### config.mk
export PLATFORM = sky130hd
export DESIGN_NAME = fmaflags_pipe
export DESIGN_NICKNAME = d
export VERILOG_FILES = /design/src/rtl/fmaflags_pipe.sv
export SDC_FILE = /design/constraint.sdc
export NUM_CORES = 1
export LEC_CHECK = 0
export ABC_AREA = 0
export CAP_MARGIN = 20
export CELL_PAD_IN_SITES_DETAIL_PLACEMENT = 1
export CELL_PAD_IN_SITES_GLOBAL_PLACEMENT = 2
export CORE_MARGIN = 5
export CORE_UTILIZATION = 19
export DETAILED_ROUTE_END_ITERATION = 8
export GPL_TIMING_DRIVEN = 0
export PLACE_DENSITY_LB_ADDON = 0.1
export SYNTH_ARGS = -nofsm -noshare
export SYNTH_HDL_FRONTEND = slang
export SYNTH_SLANG_ARGS = --single-unit
### constraint.sdc
create_clock -name clk -period 1.4 [get_ports clk]
set_input_delay 0.35 -clock clk [delete_from_list [all_inputs] [get_ports clk]]
set_output_delay 0.35 -clock clk [all_outputs]
set_load 0.02 [all_outputs]
### src/rtl/fmaflags_pipe.sv
// fmaflags_pipe
//   Last FMA pipeline stage. It resolves special cases (NaN, infinity and
//   invalid operations), applies overflow saturation according to the
//   dynamic rounding mode, and produces the flags {nv, dz, of, uf, nx}.
//   There is one output register with a valid/ready handshake.
//
//   Optional feature: define FMAFLAGS_ACCUM_EN to add a sticky flag
//   accumulator for the fflags CSR. This adds the ports acc_clr and
//   acc_flags.
//
// Ports
//   clk, reset_n           clock (rising edge), async active-low reset
//   in_valid / in_ready    input handshake
//   xs, ys, zs             operand signs
//   x/y/z snan, nan        signalling NaN / any NaN per operand
//   x/y/z inf, zero        infinity / zero class per operand
//   g, r, s, asticky       guard, round, sticky, addend sticky
//   senorm  [NE+1:0]       signed normalised biased exponent
//   int_result [W-1:0]     rounded result from the rounder
//   rm [2:0]               rounding mode (RNE,RZ,RDN,RUP,RMM; others = RNE)
//   out_valid / out_ready  output handshake
//   result [W-1:0]         final result
//   flags [4:0]            {nv, dz, of, uf, nx}; dz is always 0
//   acc_clr, acc_flags     accumulator clear / value (FMAFLAGS_ACCUM_EN only)
module fmaflags_pipe #(
  parameter int NE = 5,
  parameter int NF = 10
) (
  input  logic                clk,
  input  logic                reset_n,
  input  logic                in_valid,
  output logic                in_ready,
  input  logic                xs,
  input  logic                ys,
  input  logic                zs,
  input  logic                xsnan,
  input  logic                ysnan,
  input  logic                zsnan,
  input  logic                xnan,
  input  logic                ynan,
  input  logic                znan,
  input  logic                xinf,
  input  logic                yinf,
  input  logic                zinf,
  input  logic                xzero,
  input  logic                yzero,
  input  logic                zzero,
  input  logic                g,
  input  logic                r,
  input  logic                s,
  input  logic                asticky,
  input  logic [NE+1:0]       senorm,
  input  logic [NE+NF:0]      int_result,
  input  logic [2:0]          rm,
  output logic                out_valid,
  input  logic                out_ready,
  output logic [NE+NF:0]      result,
  output logic [4:0]          flags
`ifdef FMAFLAGS_ACCUM_EN
  ,
  input  logic                acc_clr,
  output logic [4:0]          acc_flags
`endif
);

  localparam int W = 1 + NE + NF;

  localparam logic [W-1:0]  QNAN = {1'b0, {NE{1'b1}}, 1'b1, {(NF-1){1'b0}}};
  localparam logic [NE+1:0] EMAX = (NE+2)'((1 << NE) - 1);

  localparam logic [2:0] RM_RZ  = 3'b001;
  localparam logic [2:0] RM_RDN = 3'b010;
  localparam logic [2:0] RM_RUP = 3'b011;

  logic [W-1:0] res_d, result_q;
  logic [4:0]   flags_d, flags_q;
  logic         out_valid_q, out_valid_d;
  logic         nv_d, of_d, uf_d, nx_d;

  logic any_snan, any_nan, inf_cancel, inf_times_zero;
  logic ovf, tiny, inexact, sg;
  logic accept, handshake;

  assign any_snan       = xsnan | ysnan | zsnan;
  assign any_nan        = xnan | ynan | znan;
  // Infinite product added to an infinite addend of opposite effective sign.
  assign inf_cancel     = (xinf | yinf) & zinf & (xs ^ ys ^ zs);
  assign inf_times_zero = (xinf & yzero) | (xzero & yinf);

  // senorm is signed: a large negative exponent must not look like overflow.
  assign ovf     = $signed(senorm) >= $signed(EMAX);
  assign tiny    = senorm[NE+1] | (senorm == '0);
  assign inexact = g | r | s | asticky;
  assign sg      = int_result[W-1];

  always_comb begin
    res_d = int_result;
    nv_d  = 1'b0;
    of_d  = 1'b0;
    uf_d  = 1'b0;
    nx_d  = 1'b0;
    if (any_snan) begin
      res_d = QNAN;
      nv_d  = 1'b1;
    end else if (any_nan) begin
      res_d = QNAN;
    end else if (inf_cancel | inf_times_zero) begin
      res_d = QNAN;
      nv_d  = 1'b1;
    end else if (xinf | yinf) begin
      res_d = {xs ^ ys, {NE{1'b1}}, {NF{1'b0}}};
    end else if (zinf) begin
      res_d = {zs, {NE{1'b1}}, {NF{1'b0}}};
    end else if (ovf) begin
      of_d = 1'b1;
      nx_d = 1'b1;
      // The default is infinity; each directed mode saturates toward zero
      // on the side it rounds away from.
      res_d = {sg, {NE{1'b1}}, {NF{1'b0}}};
      case (rm)
        RM_RZ:  res_d = {sg, {(NE-1){1'b1}}, 1'b0, {NF{1'b1}}};
        RM_RDN: if (!sg) res_d = {1'b0, {(NE-1){1'b1}}, 1'b0, {NF{1'b1}}};
        RM_RUP: if (sg)  res_d = {1'b1, {(NE-1){1'b1}}, 1'b0, {NF{1'b1}}};
        default: ;
      endcase
    end else begin
      uf_d = tiny & inexact;
      nx_d = inexact;
    end
  end

  assign flags_d = {nv_d, 1'b0, of_d, uf_d, nx_d};

  assign in_ready  = !out_valid_q | out_ready;
  assign accept    = in_valid & in_ready;
  assign handshake = out_valid_q & out_ready;

  always_comb begin
    out_valid_d = out_valid_q;
    if (accept)         out_valid_d = 1'b1;
    else if (handshake) out_valid_d = 1'b0;
  end

  always_ff @(posedge clk or negedge reset_n) begin
    if (!reset_n) begin
      out_valid_q <= 1'b0;
      result_q    <= '0;
      flags_q     <= '0;
    end else begin
      out_valid_q <= out_valid_d;
      if (accept) begin
        result_q <= res_d;
        flags_q  <= flags_d;
      end
    end
  end

  assign out_valid = out_valid_q;
  assign result    = result_q;
  assign flags     = flags_q;

`ifdef FMAFLAGS_ACCUM_EN
  logic [4:0] acc_q, acc_d;

  // The clear applies first, so a beat completing in the same cycle still counts.
  always_comb begin
    acc_d = acc_clr ? 5'b0 : acc_q;
    if (handshake) acc_d = acc_d | flags_q;
  end

  always_ff @(posedge clk or negedge reset_n) begin
    if (!reset_n) acc_q <= '0;
    else          acc_q <= acc_d;
  end

  assign acc_flags = acc_q;
`endif

endmodule

# [Word-level counts from Yosys, hierarchy flattened]
# Index checks and enable logic that the tools add are counted.
# W data, S select, Z words.
[totals] inputBits=49 out_inout_bits=23 ff_bits=21
[op_classes] n_reduce_logical=3 n_bitwise=21 eq_ne=3 muxes=32 n_lt_le_gt_ge=1
[op_table] cell="$mux W16" n=8
[op_table] cell="$pmux W16 S3" n=1
[op_table] cell="$mux W1" n=23
[op_table] cell="$or A1 B1 Y1" n=12
[op_table] cell="$and A1 B1 Y1" n=7
[op_table] cell="$ge A7 B6 Y1 const B" n=1
[op_table] cell="$logic_not A7 Y1" n=1
[op_table] cell="$eq A3 B2 Y1 const B" n=2
[op_table] cell="$eq A3 B1 Y1 const B" n=1
[op_table] cell="$reduce_bool A2 Y1" n=1
[op_table] cell="$xor A1 B1 Y1" n=2
[op_table] cell="$logic_not A1 Y1" n=1

# [Longest topological paths before layout]
# Gate-level depths: netlist of run 1.
[depth] depth_word=10 depth_mapped=5 depth_no_buf=4

# [Worst setup path before layout of run 1]
# OpenSTA, ideal clock, no wires.
[synth_timing] path_kind="register to register" startpoint="register out_valid_q (netlist: out_valid)" endpoint="register result_q[10] (netlist: result[10])" synth_period_minus_slack_ps=1545 arrival_ps=1423 required_time_ps=1279 stages_incl_launch_ff=6 path_buffers=1 path_slack_ps=-145 cell_sequence="dfrtp_1 nand2b_1 and2_1 clkbuf_2 o2111ai_4 o22a_1"
[synth_via] elab_chain_len=3
[synth_rtl] element="start: declaration" line="77" rtl="logic out_valid_q, out_valid_d;"
[synth_rtl] element="start signal: assignment" line="150" rtl="out_valid_q <= out_valid_d;"
[synth_rtl] element="$logic_not A1 Y1" line="134" rtl="assign in_ready = !out_valid_q | out_ready;"
[synth_rtl] element="$or A1 B1 Y1" line="134"
[synth_rtl] element="net in_ready" line="32" rtl="output logic in_ready,"
[synth_rtl] element="$and A1 B1 Y1" line="135" rtl="assign accept = in_valid & in_ready;"
[synth_rtl] element="end signal: assignment" line="152" rtl="result_q <= res_d;"
[synth_rtl] element="end: declaration" line="75" rtl="logic [W-1:0] res_d, result_q;"
# The timed path passes the listed nets, and every way through them passes these cells.
# A chain may end at the register's enable or synchronous reset.

# [Worst setup path in the final report of run 1]
[layout_timing] startpoint="input port ys" endpoint="register result_q[9] (netlist: result[9])"
[layout_via] elab_chain_len=7
[layout_rtl] element="start: declaration" line="34" rtl="input logic ys,"
[layout_rtl] element="$xor A1 B1 Y1 (2 in series)" line="87" rtl="assign inf_cancel = (xinf | yinf) & zinf & (xs ^ ys ^ zs);"
[layout_rtl] element="$and A1 B1 Y1" line="87"
[layout_rtl] element="$or A1 B1 Y1" line="107" rtl="end else if (inf_cancel | inf_times_zero) begin"
[layout_rtl] element="$mux W16" line="107"
[layout_rtl] element="$mux W16" line="105" rtl="end else if (any_nan) begin"
[layout_rtl] element="$mux W16" line="102" rtl="if (any_snan) begin"
# Every way passes these cells.

==> results of run 1 <==
-- critical path: stages --
cell and delay [ns]:
dlygate4sd2_1 0.25, xnor3_1 0.42, nor2_2 0.07, nor4b_4 0.30, a31oi_1 0.12
-- power by group --
group          switching [mW]  leakage (nW)  total (mW)  internal [mW]
combinational           0.148         0.640       0.341          0.193
clock                   0.207        0.0255       0.406          0.198
sequential            0.00380         0.254       0.615          0.612
total                   0.359         0.919        1.36           1.00
-- registers in the layout (all words and copies together) (netlist names) --
register / count
result: 16
flags: 4
out_valid: 1
-- stage by stage --
stage | setup TNS [ns] | utilization (%) | cell area (µm²) | power (mW) | hold slack (ns)
after floorplan | 0 | - | 1090 | 0.728 | 0.0544
after global placement | -16.22 | 33.9 | 1870 | 0.920 | 0.462
after detailed placement | -17.08 | 33.9 | 1870 | 0.925 | 0.476
after CTS | -0.000375 | 37.3 | 2050 | 1.37 | 0.398
after global routing | -0.00258 | 38.0 | 2090 | 1.44 | 0.0686
final | 0 | 38.0 | 2090 | 1.36 | 0.0718
-- synthesized netlist by cell type --
| master | count | area, µm² |
|---|---|---|
| xor2_1 | 1 | 8.76 |
| a22o_1 | 1 | 8.76 |
| o211ai_1 | 1 | 7.51 |
| nand3_1 | 3 | 15.0 |
| nor4_1 | 1 | 6.26 |
| a21oi_1 | 1 | 5.00 |
| o21ai_0 | 10 | 50.1 |
| clkbuf_1 | 2 | 7.51 |
| o21ai_1 | 4 | 20.0 |
| or2_2 | 1 | 6.26 |
| a22oi_1 | 1 | 7.51 |
| mux2_2 | 1 | 11.3 |
| mux2i_1 | 1 | 10.0 |
| xnor3_1 | 1 | 22.5 |
| o22a_1 | 6 | 52.6 |
| or4_1 | 1 | 7.51 |
| nor3_1 | 1 | 5.00 |
| or3_1 | 1 | 6.26 |
| conb_1 | 1 | 3.75 |
| nor3_4 | 1 | 16.3 |
| nor2_4 | 1 | 11.3 |
| nor2b_1 | 3 | 18.8 |
| a41oi_1 | 1 | 8.76 |
| nand4_1 | 1 | 6.26 |
| nand2_1 | 13 | 48.8 |
| o21bai_1 | 1 | 7.51 |
| a31oi_1 | 1 | 6.26 |
| dfrtp_1 | 21 | 526 |
| nand2b_1 | 2 | 12.5 |
| nor4b_2 | 1 | 15.0 |
| buf_4 | 1 | 7.51 |
| or3_4 | 2 | 22.5 |
| o2111ai_4 | 1 | 26.3 |
| and2_1 | 2 | 12.5 |
| nor2_1 | 16 | 60.1 |
| clkbuf_2 | 1 | 5.00 |
-- how the worst max path moves through the flow --
stage / startpoint / end / slack [ns] / cells past startpoint
2_1_floorplan: senorm[6] / result[0]$_DFFE_PN0P_ / 0.02 / 4
3_3_place_gp: senorm[6] / result[6]$_DFFE_PN0P_ / -0.61 / 5
3_5_place_dp: yinf / result[11]$_DFFE_PN0P_ / -0.65 / 5
4_1_cts: out_valid$_DFFE_PN0P_ / result[11]$_DFFE_PN0P_ / -0.0004 / 5
5_1_grt: zinf / result[11]$_DFFE_PN0P_ / -0.003 / 5
6_report: ys / result[9]$_DFFE_PN0P_ / 0.03 / 5
-- per-layer routing --
metal	global-route usage, %	share of wire (%)
met3	5.05	9.1
met1	13.5	42
met2	19.4	49
met5	0	0
met4	2.16	0.69
-- kinds of logic after synthesis --
group	after synthesis
and+or+nand+nor	50
AOI/OAI and AO/OA	28
DFF	21
buffers and inverters	4
xor gates and xnor gates	2
muxes	2
other	1
-- final cells by class --
class	instances	area share [%]
repair buffers	84	37.2
multi-input cells	84	30.2
flip-flops and latches	21	25.2
well taps	72	4.30
clock buffers	3	1.97
plain buffers	3	0.956
clock inverters	1	0.239
-- what timing repair did --
item                       4_1_cts  5_1_grt
setup endpoints to repair       43       21
gates resized for setup         74       28
gates cloned                     1        0
hold endpoints to repair         0        0
setup buffers                   10        4
pin swaps                       14       17
==> impl_metrics.py, run 1 <==
metrics = {
    "outcome": {
        "status": "finished, final reports clean",
    },
    "die": {
        "fp.dieH_um": 85.1,
        "ios": 72,
        "start_util_pct": 19.5,
        "dieArea_um2": 7250,
        "core-area_um2": 5510,
        "die_w_um": 85.1,
        "rows": 27,
    },
    "layout": {
        "area_delta_synth_final_pct": 95.2,
        "nFillCells": 652,
        "final_common_cell": "dlygate4sd2_1",
        "layout_common_cells": "dlygate4sd2_1, dfrtp_1, clkdlybuf4s50_1, nor2_1",
        "multi_input_area_um2": 632,
        "drive_above_1_share_pct": 25.5,
        "nets": 246,
        "register_area_um2": 527,
        "fin_cells": 268,
        "antenna_cells": 0,
    },
    "detailed_routing": {
        "viasPerCell": 4.39,
        "drtAntennaViolNets": 0,
        "drtPass1Iterations": 4,
        "drt_iter0_drc": 28,
        "routedWlPerCell_um": 15.2,
        "drt_wl_total_um": 4070,
        "drc": 0,
        "vias": 1177,
    },
    "critical_path": {
        "worst-setup-path-type": "in -> reg",
        "cp.required_ns": 1.54,
        "r2r_end": "flags[0]$_DFFE_PN0P_",
        "cp_max_fo": 2,
        "cp-start-kind": "input port",
        "rr_startpoint": "out_valid$_DFFE_PN0P_",
        "r2r_slack_ns": 0.10,
        "rr_worst_depth": 5,
        "end_kind": "flip-flop",
        "crit_arrival_ns": 1.51,
    },
    "placement": {
        "place_congestion": 0.687,
        "post-place-ws_ns": -0.651,
        "hpwlAfterDp_um": 3040,
        "port-buffer-count": 69,
        "place_inst": 249,
    },
    "hold_path": {
        "hold_class": "in -> async",
    },
    "synth": {
        "synth-xor-area-share_pct": 2.92,
        "synth-simple-area-share_pct": 25.2,
        "ys_types": 36,
        "synth_top_family_by_area": "simple AND/OR/NAND/NOR gates",
        "synth-compound-area-share_pct": 18.7,
        "synthesis.nets": 157,
        "muxShareOfSynthArea_pct": 1.98,
        "avgSynthCellArea_um2": 9.93,
        "synthCells": 108,
        "syn_area_um2": 1070,
        "synth-seq-cells": 21,
        "yosysWarnings": 0,
        "yosysSeqAreaShare_pct": 49.0,
        "synth-adder-area-share_pct": 0,
    },
    "global_routing": {
        "first_global_vias": 1336,
        "grt_pass1_wl_um": 6590,
        "grt_start_max_net_pins": 22,
        "grt_usage_pct": 11.5,
        "overflow": 0,
        "antenna_found_initial": 0,
    },
    "sta": {
        "hold_viol": 0,
        "slew_viol_final": 0,
        "post-route-min-period_ns": 1.37,
        "setup_viol": 0,
        "finClkSkew_ns": 0.00199,
        "max_freq_ghz": 0.728,
        "fin_crit_sh_pct": 98.1,
        "layout_setup_ws_ns": 0.0262,
    },
    "clocking": {
        "clk_pin_slew_ns": 0.08,
        "cts.htree.levels": 1,
        "cts-root-buf": "clkbuf_8",
        "tritoncts": "built",
        "clock_latency_ns": 0.26,
        "hold_buffers": 0,
        "numCtsBuffers": 3,
        "clock-sinks": 21,
        "cts_buffer_depth": 2,
    },
    "job": {
        "max_cap_viol_count": 0,
    },
    "power_and_ir_drop": {
        "ir_worst_vdd_v": 0.000354,
        "power_density_nw_per_um2": 651,
        "p_leak_nw": 0.919,
    },
}
Note: power is estimated with default switching activity, not from simulation.
==> inputs of run 2 (changes only) <==
Settings changed: CELL_PAD_IN_SITES_DETAIL_PLACEMENT 1 to 0, CELL_PAD_IN_SITES_GLOBAL_PLACEMENT 2 to 1, CORE_UTILIZATION 19 to 25.
==> run 2 against run 1 <==
Final area is 5.4% lower. Non-clock buffer count is 6 lower. Maximum frequency is 0.26% higher. Die area is 21% lower. Critical path type unchanged. Combinational power is 8.8% lower. Critical path depth stayed put.
==> impl_metrics.py, run 2 (same netlist as run 1, synthesis figures left out) <==
metrics = {
    "sta": {
        "post-route-min-period_ns": 1.37,
        "finClkSkew_ns": 0.00499,
        "fin_crit_sh_pct": 97.9,
        "max_freq_ghz": 0.730,
        "grt_setup_unrepaired": "true",
        "setup_viol": 0,
        "hold_viol": 0,
        "tns_ns": 0,
        "slew_viol_final": 0,
        "layout_setup_ws_ns": 0.0297,
    },
    "detailed_routing": {
        "viasPerCell": 4.65,
        "drt_iter0_drc": 31,
        "drc": 0,
        "routedWlPerCell_um": 14.7,
        "drt_wl_total_um": 3530,
        "drtAntennaViolNets": 0,
        "drtPass1Iterations": 4,
        "vias": 1115,
    },
    "die": {
        "core-area_um2": 4090,
        "die_w_um": 75.5,
        "start_util_pct": 26.2,
        "rows": 23,
        "fp.dieH_um": 75.5,
        "ios": 72,
        "dieArea_um2": 5700,
    },
    "layout": {
        "final_common_cell": "dlygate4sd2_1",
        "fin_util_pct": 48.5,
        "layout_common_cells": "dlygate4sd2_1, clkdlybuf4s50_1, dfrtp_1, nor2_1, nand2_1",
        "drive_above_1_share_pct": 20.5,
        "nets": 240,
        "largest_register_ffs": 16,
        "area_delta_synth_final_pct": 84.7,
        "antenna_cells": 0,
        "stdcell_area_um2": 1980,
    },
    "clocking": {
        "numCtsBuffers": 3,
        "clock_latency_ns": 0.26,
        "cts-root-buf": "clkbuf_8",
        "tritoncts": "built",
        "hold_buffers": 0,
        "cts_buffer_depth": 2,
        "clock-sinks": 21,
        "clk_pin_slew_ns": 0.07,
        "cts.htree.levels": 1,
    },
    "global_routing": {
        "met1_usage_pct": 14.5,
        "grt_pass1_wl_um": 5260,
        "grt_usage_pct": 12.2,
        "first_global_vias": 1155,
        "grt_start_max_net_pins": 22,
        "grtUsageMet3_pct": 3.69,
        "overflow": 0,
        "antenna_found_initial": 0,
        "met2_usage_pct": 21.2,
        "busiest_layer": "met2",
    },
    "power_and_ir_drop": {
        "p_leak_nw": 0.869,
        "ir_worst_vdd_v": 0.000452,
        "power_density_nw_per_um2": 669,
    },
    "placement": {
        "place_congestion": 0.682,
        "post-place-ws_ns": -0.618,
        "port-buffer-count": 69,
        "placed_area_um2": 1840,
        "hpwlAfterDp_um": 2620,
    },
    "critical_path": {
        "crit_arrival_ns": 1.50,
        "critPathBufInv": 1,
        "cp-start-kind": "input port",
        "worst-setup-path-type": "in -> reg",
        "crit_chain": "dlygate4sd2_1, xnor3_1, nor2_1, nor4b_2, a31oi_1",
        "cp_slowest_cell": "xnor3_1",
        "end_kind": "flip-flop",
        "cp.required_ns": 1.53,
        "critPathTopFamily": "XOR/XNOR gates",
        "cpPeakStageDelay_ns": 0.41,
        "cp_max_fo": 2,
    },
    "hold_path": {
        "hold_class": "in -> async",
    },
    "job": {
        "max_cap_viol_count": 0,
    },
    "outcome": {
        "status": "finished, final reports clean",
    },
}
[run 2: changes by cell type in the layout (fill, tap and decap cells not counted), moves of 2 or more]
cell	before	now
clkdlybuf4s50_1	20	22
o21ai_0	6	8
buf_4	13	7
clkbuf_2	6	3
dlygate4sd2_1	34	40
buf_12	2	0
clkdlybuf4s15_1	6	1
[run 2: path summary, 6_finish.rpt]
| check | from | endpoint | slack (ns) | depth (start not counted) |
|---|---|---|---|---|
| max in group asynchronous | reset_n | out_valid$_DFFE_PN0P_ | 0.77 | 2 |
| max | zs | result[9]$_DFFE_PN0P_ | 0.03 | 5 |
| min reg2reg | result[2]$_DFFE_PN0P_ | result[2]$_DFFE_PN0P_ | 0.47 | 2 |
| max reg2reg | out_valid$_DFFE_PN0P_ | result[9]$_DFFE_PN0P_ | 0.05 | 5 |
| min | reset_n | result[14]$_DFFE_PN0P_ | 0.27 | 1 |
| min in group clk | zinf | result[9]$_DFFE_PN0P_ | 0.39 | 4 |
[run 2: per-stage QoR]
| stage | hold slack, ns | power [mW] | instances |
|---|---|---|---|
| floorplan | 0.0544 | 0.728 | 108 |
| global placement | 0.463 | 0.914 | 227 |
| detailed placement | 0.469 | 0.918 | 227 |
| CTS | 0.445 | 1.34 | 239 |
| global route | 0.258 | 1.40 | 240 |
| finish | 0.267 | 1.33 | 240 |
[run 2: per-layer routing]
| layer | routed length, µm | share of wire (%) | up-vias |
|---|---|---|---|
| met5 | 0 | 0 | - |
| met4 | 19 | 0.54 | 0 |
| met3 | 387 | 11 | 2 |
| met2 | 1670 | 47 | 43 |
| met1 | 1450 | 41 | 516 |
| li1 | - | - | 554 |
[run 2: timing repair]
item / in CTS / in global routing
endpoints found under the setup margin: 42 / 13
setup buffers: 7 / 1
gates cloned: 1 / 0
gates resized for setup: 78 / 10
pin swaps: 18 / 9
[run 2: final cells by class]
class                   instances  area [µm²]
multi-input cells              84         609
fillers                       414        2110
plain buffers                   3        17.5
repair buffers                 78         719
clock buffers                   4        45.0
well taps                      50        62.6
flip-flops and latches         21         527
[run 2: worst reg2reg max path, delay by kind of cell (launching register included)]
kind	cells	cell delay, ns
compound gates	1	0.14
buf+inv	1	0.11
flops	1	0.43
simple gates	3	0.55
[run 2: where the power goes]
group / switching, mW / leakage, nW / internal [mW] / total (mW)
registers: 0.00375 / 0.254 / 0.612 / 0.615
logic: 0.132 / 0.593 / 0.179 / 0.311
clock network: 0.197 / 0.0228 / 0.203 / 0.400
total: 0.333 / 0.869 / 0.993 / 1.33
